File: src/rtl/synth_pkg.sv
// Shared widths, FSM state type and octave select type for the wavetable voice.
package synth_pkg;

   localparam int unsigned SAMP_W  = 16;
   localparam int unsigned ADDR_W  = 12;
   localparam int unsigned PHASE_W = 32;

   typedef enum logic [2:0] {
      IDLE,
      READ,
      WAIT,
      INTERP,
      MIX
   } voice_state_t;

   typedef logic [7:0] octave_oh_t;

endpackage

File: src/rtl/wavetable_voice_ctrl_if.sv
// Voice controller <-> square wavetable ROM link: address/enable/octave out,
// adjacent-sample pairs for the two octave banks back.
interface wavetable_voice_ctrl_if;
   import synth_pkg::*;

   logic [ADDR_W-1:0]        sampAddrA;
   logic                     readEn;
   octave_oh_t               octave;
   // [0] = selected octave bank, [1] = octave>>1 bank
   logic signed [SAMP_W-1:0] interpOuts     [2];
   logic signed [SAMP_W-1:0] antiInterpOuts [2];

   // Controller side
   modport master (
      output sampAddrA, readEn, octave,
      input  interpOuts, antiInterpOuts
   );

   // ROM side
   modport slave (
      input  sampAddrA, readEn, octave,
      output interpOuts, antiInterpOuts
   );

endinterface

File: src/rtl/lerp_s16.sv
// Signed 16-bit linear blend: y = a + (((b - a) * w) >>> W), floor rounding.
// The result always lies between a and b, so it fits SAMP_W without saturation.
module lerp_s16
   import synth_pkg::*;
#(
   parameter int unsigned W = 12
) (
   input  logic signed [SAMP_W-1:0] a,
   input  logic signed [SAMP_W-1:0] b,
   input  logic        [W-1:0]      w,
   output logic signed [SAMP_W-1:0] y
);

   localparam int unsigned PW = SAMP_W + W + 2;

   logic signed [SAMP_W:0] diff;
   logic signed [PW-1:0]   prod;
   logic signed [PW-1:0]   step;
   logic signed [PW-1:0]   sum;

   // Full-precision difference and weighted step; weight is treated as unsigned.
   always_comb begin
      diff = (SAMP_W + 1)'(b) - (SAMP_W + 1)'(a);
      prod = PW'(diff) * PW'($signed({1'b0, w}));
      step = prod >>> W;
      sum  = step + PW'(a);
      y    = SAMP_W'(sum);
   end

endmodule

File: src/rtl/wavetable_voice_ctrl.sv
// Per-voice oscillator controller: runs the phase accumulator, sequences one ROM
// read per sample tick, interpolates both octave banks and crossfades them.
module wavetable_voice_ctrl
   import synth_pkg::*;
#(
   parameter int unsigned ROM_LAT = 2,
   parameter int unsigned FRAC_W  = 12
) (
   input  logic                     Clk,
   input  logic                     Reset_n,
   input  logic                     sample_tick,
   input  logic [PHASE_W-1:0]       phase_inc,
   input  logic                     phase_rst,
   input  octave_oh_t               octave_in,
   input  logic [7:0]               xfade,
   wavetable_voice_ctrl_if.master   rom,
   output logic signed [SAMP_W-1:0] sample_out,
   output logic                     sample_valid,
   output logic                     busy,
   output logic                     overrun
);

   localparam int unsigned CNT_W     = (ROM_LAT > 1) ? $clog2(ROM_LAT) : 1;
   localparam int unsigned LAST_WAIT = (ROM_LAT > 1) ? ROM_LAT - 2 : 0;

   voice_state_t             stateQ, stateD;
   logic [CNT_W-1:0]         waitCntQ, waitCntD;
   logic                     accept;

   logic [PHASE_W-1:0]       phaseQ;
   logic                     rstPendQ;

   logic [ADDR_W-1:0]        addrQ;
   logic [FRAC_W-1:0]        fracQ;
   octave_oh_t               octaveQ;
   logic [7:0]               xfadeQ;

   logic signed [SAMP_W-1:0] y0, y1, y0Q, y1Q;
   logic signed [SAMP_W-1:0] mixed;
   logic signed [SAMP_W-1:0] sampleQ;
   logic                     validQ;
   logic                     overrunQ;

   // State register and WAIT-phase cycle counter.
   always_ff @(posedge Clk or negedge Reset_n) begin
      if (!Reset_n) begin
         stateQ   <= IDLE;
         waitCntQ <= '0;
      end else begin
         stateQ   <= stateD;
         waitCntQ <= waitCntD;
      end
   end

   // Next-state sequencing and state-decoded outputs.
   always_comb begin
      stateD     = stateQ;
      waitCntD   = waitCntQ;
      accept     = 1'b0;
      busy       = (stateQ != IDLE);
      rom.readEn = 1'b0;
      unique case (stateQ)
         IDLE: begin
            if (sample_tick) begin
               accept = 1'b1;
               stateD = READ;
            end
         end
         READ: begin
            rom.readEn = 1'b1;
            waitCntD   = '0;
            stateD     = (ROM_LAT > 1) ? WAIT : INTERP;
         end
         WAIT: begin
            if (waitCntQ == CNT_W'(LAST_WAIT)) begin
               stateD = INTERP;
            end else begin
               waitCntD = waitCntQ + CNT_W'(1);
            end
         end
         INTERP:  stateD = MIX;
         MIX:     stateD = IDLE;
         default: stateD = IDLE;
      endcase
   end

   // Phase accumulator; a phase_rst seen mid-sequence is parked until MIX so the
   // in-flight read keeps the phase it started with.
   always_ff @(posedge Clk or negedge Reset_n) begin
      if (!Reset_n) begin
         phaseQ   <= '0;
         rstPendQ <= 1'b0;
      end else if (stateQ == IDLE) begin
         rstPendQ <= 1'b0;
         if (phase_rst) begin
            phaseQ <= '0;
         end
      end else if (stateQ == MIX) begin
         rstPendQ <= 1'b0;
         phaseQ   <= (rstPendQ || phase_rst) ? '0 : phaseQ + phase_inc;
      end else if (phase_rst) begin
         rstPendQ <= 1'b1;
      end
   end

   // Per-sequence operands, captured as the tick is accepted and held until IDLE.
   always_ff @(posedge Clk or negedge Reset_n) begin
      if (!Reset_n) begin
         addrQ   <= '0;
         fracQ   <= '0;
         octaveQ <= '0;
         xfadeQ  <= '0;
      end else if (accept) begin
         // A note-on arriving with the tick reads from phase zero.
         addrQ   <= phase_rst ? '0 : phaseQ[PHASE_W-1 -: ADDR_W];
         fracQ   <= phase_rst ? '0 : phaseQ[PHASE_W-ADDR_W-1 -: FRAC_W];
         octaveQ <= octave_in;
         xfadeQ  <= xfade;
      end
   end

   assign rom.sampAddrA = addrQ;
   assign rom.octave    = octaveQ;

   lerp_s16 #(
      .W (FRAC_W)
   ) lerpBank0 (
      .a (rom.interpOuts[0]),
      .b (rom.antiInterpOuts[0]),
      .w (fracQ),
      .y (y0)
   );

   lerp_s16 #(
      .W (FRAC_W)
   ) lerpBank1 (
      .a (rom.interpOuts[1]),
      .b (rom.antiInterpOuts[1]),
      .w (fracQ),
      .y (y1)
   );

   lerp_s16 #(
      .W (8)
   ) lerpMix (
      .a (y0Q),
      .b (y1Q),
      .w (xfadeQ),
      .y (mixed)
   );

   // Bank results taken at end of INTERP, mixed sample committed at end of MIX.
   always_ff @(posedge Clk or negedge Reset_n) begin
      if (!Reset_n) begin
         y0Q      <= '0;
         y1Q      <= '0;
         sampleQ  <= '0;
         validQ   <= 1'b0;
         overrunQ <= 1'b0;
      end else begin
         if (stateQ == INTERP) begin
            y0Q <= y0;
            y1Q <= y1;
         end
         if (stateQ == MIX) begin
            sampleQ <= mixed;
         end
         validQ   <= (stateQ == MIX);
         overrunQ <= sample_tick && busy;
      end
   end

   assign sample_out   = sampleQ;
   assign sample_valid = validQ;
   assign overrun      = overrunQ;

endmodule

File: src/flat_wrapper.sv
// flat-port wrapper written by rule: the top's interface ports become plain ports
module wavetable_voice_ctrl_flat import synth_pkg::*;
#(
   parameter int unsigned ROM_LAT = 2,
   parameter int unsigned FRAC_W  = 12
)
  (Clk, Reset_n, sample_tick, phase_inc, phase_rst, octave_in, xfade, sample_out, sample_valid, busy, overrun, rom_sampAddrA, rom_readEn, rom_octave, rom_interpOuts, rom_antiInterpOuts);
  wavetable_voice_ctrl_if rom_i ();
  input  logic Clk;
  input  logic Reset_n;
  input  logic sample_tick;
  input  logic [PHASE_W-1:0] phase_inc;
  input  logic phase_rst;
  input  octave_oh_t octave_in;
  input  logic [7:0] xfade;
  output logic signed [SAMP_W-1:0] sample_out;
  output logic sample_valid;
  output logic busy;
  output logic overrun;
  output wire logic [$bits(rom_i.sampAddrA)-1:0] rom_sampAddrA;
  output wire logic [$bits(rom_i.readEn)-1:0] rom_readEn;
  output wire logic [$bits(rom_i.octave)-1:0] rom_octave;
  input wire logic [$bits(rom_i.interpOuts)-1:0] rom_interpOuts;
  input wire logic [$bits(rom_i.antiInterpOuts)-1:0] rom_antiInterpOuts;
  assign rom_sampAddrA = rom_i.sampAddrA;
  assign rom_readEn = rom_i.readEn;
  assign rom_octave = rom_i.octave;
  assign rom_i.interpOuts = {>>{rom_interpOuts}};
  assign rom_i.antiInterpOuts = {>>{rom_antiInterpOuts}};
  wavetable_voice_ctrl #(.ROM_LAT(ROM_LAT), .FRAC_W(FRAC_W)) u_core (.Clk(Clk), .Reset_n(Reset_n), .sample_tick(sample_tick), .phase_inc(phase_inc), .phase_rst(phase_rst), .octave_in(octave_in), .xfade(xfade), .rom(rom_i), .sample_out(sample_out), .sample_valid(sample_valid), .busy(busy), .overrun(overrun));
endmodule
File: config.mk
export PLATFORM = sky130hd
export DESIGN_NAME = wavetable_voice_ctrl_flat
export DESIGN_NICKNAME = d
export VERILOG_FILES = /design/src/rtl/synth_pkg.sv /design/src/rtl/wavetable_voice_ctrl_if.sv /design/src/rtl/lerp_s16.sv /design/src/rtl/wavetable_voice_ctrl.sv /design/src/flat_wrapper.sv
export SDC_FILE = /design/constraint.sdc
export NUM_CORES = 2
export LEC_CHECK = 0
export CORE_MARGIN = 5
export CORE_UTILIZATION = 60
export DETAILED_ROUTE_END_ITERATION = 12
export HOLD_SLACK_MARGIN = 0.1
export PLACE_DENSITY = 0.87
export SLEW_MARGIN = 10
export SYNTH_ARGS = -nofsm -noshare
export SYNTH_HDL_FRONTEND = slang
export SYNTH_SLANG_ARGS = --single-unit
File: constraint.sdc
create_clock -name Clk -period 8.91 [get_ports Clk]
set_input_delay 1.782 -clock Clk [delete_from_list [all_inputs] [get_ports Clk]]
set_output_delay 1.782 -clock Clk [all_outputs]
set_load 0.005 [all_outputs]
==> reports/qor.yml <==
grt_util_all_layers_pct: 33.8
drc_errors: 0
synth.yosys.seq_area_share_pct: 11.2
synth.ff_latch_count: 126
clock_network_latency_to_the_later_pin_of_the_worst_skew_pair_ps: 460
worst_slew_pin_slew_ps: 1190
worst_clock_skew_ps: 12.6
drt-wirelength-per-cell_um: 23.3
worst_path_max_delay_cell: "sky130_fd_sc_hd__fa_1"
setup_repair_after_global_routing_missed_its_margin: "yes"
io-pin-count: 156
layout.core_utilization_pct: 76.3
placement.io_buffers: 155
synth.lib_cells_used.distinct: 67
layout-drive-gt1-share_pct: 19.7
firstDrtPassIters: 9
design.die.area_sq_um: 51500
synth-edff-count: 0
mean_instance_size_in_the_synthesized_netlist_sq_um: 8.65
via_count: 27801
hold_path_class: "reg -> reg"
cts_inserted_buffers: 17
cts_tree: "built"
clkSinkCount: 126
synth_area_sq_um: 28200
placed_cells: 4283
post-dp-hpwl_um: 60600
critical_path.startpoint_type: "input port"
postCtsHoldBufs: 0
critPathMaxFanout: 5
instances_no_fill: 4381
hold_violations: 0
gr-total-overflow: 0
grt_max_degree: 71
dpl-instance-area_sq_um: 33200
root_buffer: "sky130_fd_sc_hd__clkbuf_16"
dominantRegCellSynth: "sky130_fd_sc_hd__dfrtp_1"
worst_hold_slack_ps: 477
first_pass_grt_wire_length_um: 139000
cp.required_ps: 9210
detail_route.iter0.violations: 3887
vias_per_cell: 6.35
slew_headroom_pct: 20.7
cap_violations: 0
maxClockFrequency_ghz: 0.0935
finalNetCount: 4632
initial_core_util_pct: 60.6
critPathKind: "in -> reg"
synth_warnings: 0
cts.clk_slew.worst_paths_ps: 60
final_design_area_no_fill_sq_um: 35500
cts_max_path_buffers: 2
core_sq_um: 46600
fin_crit_ps: 10690
route.antenna.remaining_nets: 0
timing_max_transition_violations_final: 0
chipWidth_um: 227
area_added_between_synthesis_and_finish_pct: 25.8
row_count: 79
gp_congestion: 0.929
setup.worst_path.end_class: "register"
route.final.wire_length_um: 102000
critical_path.most_common_cell: "sky130_fd_sc_hd__inv_1"
async_flop_share_pct: 100
worstPathArrival_ps: 10990
grt_antenna_before_repair: 4
cpPeakStageDelay_ps: 600
synth.net_count: 4137
layout_setup_ws_ps: -1780
syn_inst: 3263
htree_num_levels: 4
failing_checks: "negative setup slack"
via_count_of_the_first_global_routing_pass: 27815
min_period_over_period_pct: 120
die_h_um: 227
report.final.setup_viol: 26
run_status: "finished with violations"
flip-flops by register name (all words and copies together) (netlist names):
register / count
u_core.y1Q: 16
u_core.y0Q: 16
u_core.rom.octave: 8
u_core.sample_out: 16
u_core.rom.sampAddrA: 12
u_core.fracQ: 12
u_core.phaseQ: 32
u_core.overrun: 1
u_core.rstPendQ: 1
u_core.xfadeQ: 8
u_core.sample_valid: 1
u_core.stateQ: 3
layout by cell type, fill, tap and decap left out, types with 18 or more instances in the layout:
master                            count
sky130_fd_sc_hd__nor2b_1             51
sky130_fd_sc_hd__nor3_1              26
sky130_fd_sc_hd__a21oi_1             66
sky130_fd_sc_hd__o21ai_0            123
sky130_fd_sc_hd__xor2_1              39
sky130_fd_sc_hd__nand2_1            388
sky130_fd_sc_hd__clkdlybuf4s50_1    133
sky130_fd_sc_hd__nand2b_1            59
sky130_fd_sc_hd__mux2_2              18
sky130_fd_sc_hd__and2_1             203
sky130_fd_sc_hd__inv_1              653
sky130_fd_sc_hd__buf_4              423
sky130_fd_sc_hd__inv_2               31
sky130_fd_sc_hd__ha_4                35
sky130_fd_sc_hd__nand3_1             30
sky130_fd_sc_hd__a21oi_2             26
sky130_fd_sc_hd__xnor2_1             91
sky130_fd_sc_hd__ha_1               254
sky130_fd_sc_hd__dfrtp_1            125
sky130_fd_sc_hd__fa_1               457
sky130_fd_sc_hd__o21a_1              27
sky130_fd_sc_hd__nor2_1             104
sky130_fd_sc_hd__a21o_1              32
sky130_fd_sc_hd__and2_4              18
metrics by stage:
step	setup slack, ps	setup TNS (ps)
after floorplan	-804	-3900
after global placement	-1910	-31470
after detailed placement	-2320	-39560
after CTS	-1040	-9880
after global routing	-1770	-28760
final	-1780	-25100
cells by family after synthesis:
| family | synth area share, % |
|---|---|
| multiplexers | 0.825 |
| XOR/XNOR | 4.97 |
| AND/OR/NAND/NOR | 16.8 |
| AO/OA/AOI/OAI | 9.49 |
| buffers and inverters | 10.7 |
| flip-flops | 11.2 |
| adder cells (fa/ha/maj) | 46.0 |
synth_stat cells (7+ instances only):
cell type	n	area [sq um]
sky130_fd_sc_hd__inv_1	687	2580
sky130_fd_sc_hd__fa_1	467	9350
sky130_fd_sc_hd__nand2_1	391	1470
sky130_fd_sc_hd__ha_1	291	3640
sky130_fd_sc_hd__and2_1	221	1380
sky130_fd_sc_hd__o21ai_0	151	756
sky130_fd_sc_hd__dfrtp_1	126	3150
sky130_fd_sc_hd__nor2_1	116	435
sky130_fd_sc_hd__clkbuf_1	112	420
sky130_fd_sc_hd__xnor2_1	109	955
sky130_fd_sc_hd__a21oi_1	97	485
sky130_fd_sc_hd__nand2b_1	59	369
sky130_fd_sc_hd__nor2b_1	57	357
sky130_fd_sc_hd__xor2_1	46	403
sky130_fd_sc_hd__nand3_1	33	165
sky130_fd_sc_hd__a21o_1	32	240
sky130_fd_sc_hd__nor3_1	31	155
sky130_fd_sc_hd__o21a_1	27	203
sky130_fd_sc_hd__mux2_2	18	203
sky130_fd_sc_hd__o21bai_1	18	135
sky130_fd_sc_hd__and3_1	17	106
sky130_fd_sc_hd__or3_1	14	87.6
sky130_fd_sc_hd__a31oi_1	11	68.8
sky130_fd_sc_hd__a21boi_0	9	67.6
sky130_fd_sc_hd__o31ai_1	7	52.6
layout make-up:
cell class	instances	area, sq um
flip-flops and latches	126	3150
multi-input cells	2335	23500
clock buffers	20	447
diodes	3	7.51
well taps	607	759
fillers	2494	11000
inverters	687	2610
repair buffers	591	4890
clock inverters	12	160
metal layers:
layer | vias up | part of all wire [%] | track usage [%]
met3 | 1084 | 13 | 6.01
met1 | 13103 | 31 | 41.1
met5 | - | 0.020 | 0
met2 | 2545 | 44 | 55.8
li1 | 11067 | - | -
met4 | 2 | 11 | 21.6
worst paths after layout:
path	startpoint	endpoint	slack, ps	cells past startpoint
worst max-delay path	rom_interpOuts[6]	u_core.y1Q[9]	-1780	42
worst min-delay path	u_core.sample_out[4]	u_core.sample_out[4]	480	2
worst max register to register	u_core.fracQ[4]	u_core.y1Q[9]	120	34
worst min register to register	u_core.sample_out[4]	u_core.sample_out[4]	480	2
max in group asynchronous	Reset_n	u_core.y0Q[1]	6170	2
min in group asynchronous	Reset_n	u_core.rom.sampAddrA[8]	1270	1
critical path, delay by kind of cell:
| family | cells | cell delay (ps) |
|---|---|---|
| buf+inv | 11 | 1590 |
| simple gates | 12 | 1940 |
| compound gates | 9 | 1830 |
| xor+xnor | 2 | 380 |
| fa+ha+maj | 8 | 3440 |
what timing repair did:
item,4_1_cts,5_1_grt
setup endpoints to repair,27,31
buffers inserted,45,30
pin swaps,135,120
endpoints found under the hold margin,0,0
gates resized for setup,178,144
Power is left out: the tool's default activity adds up to more than one toggle a clock period on the data nets, which glitch-free logic cannot reach.
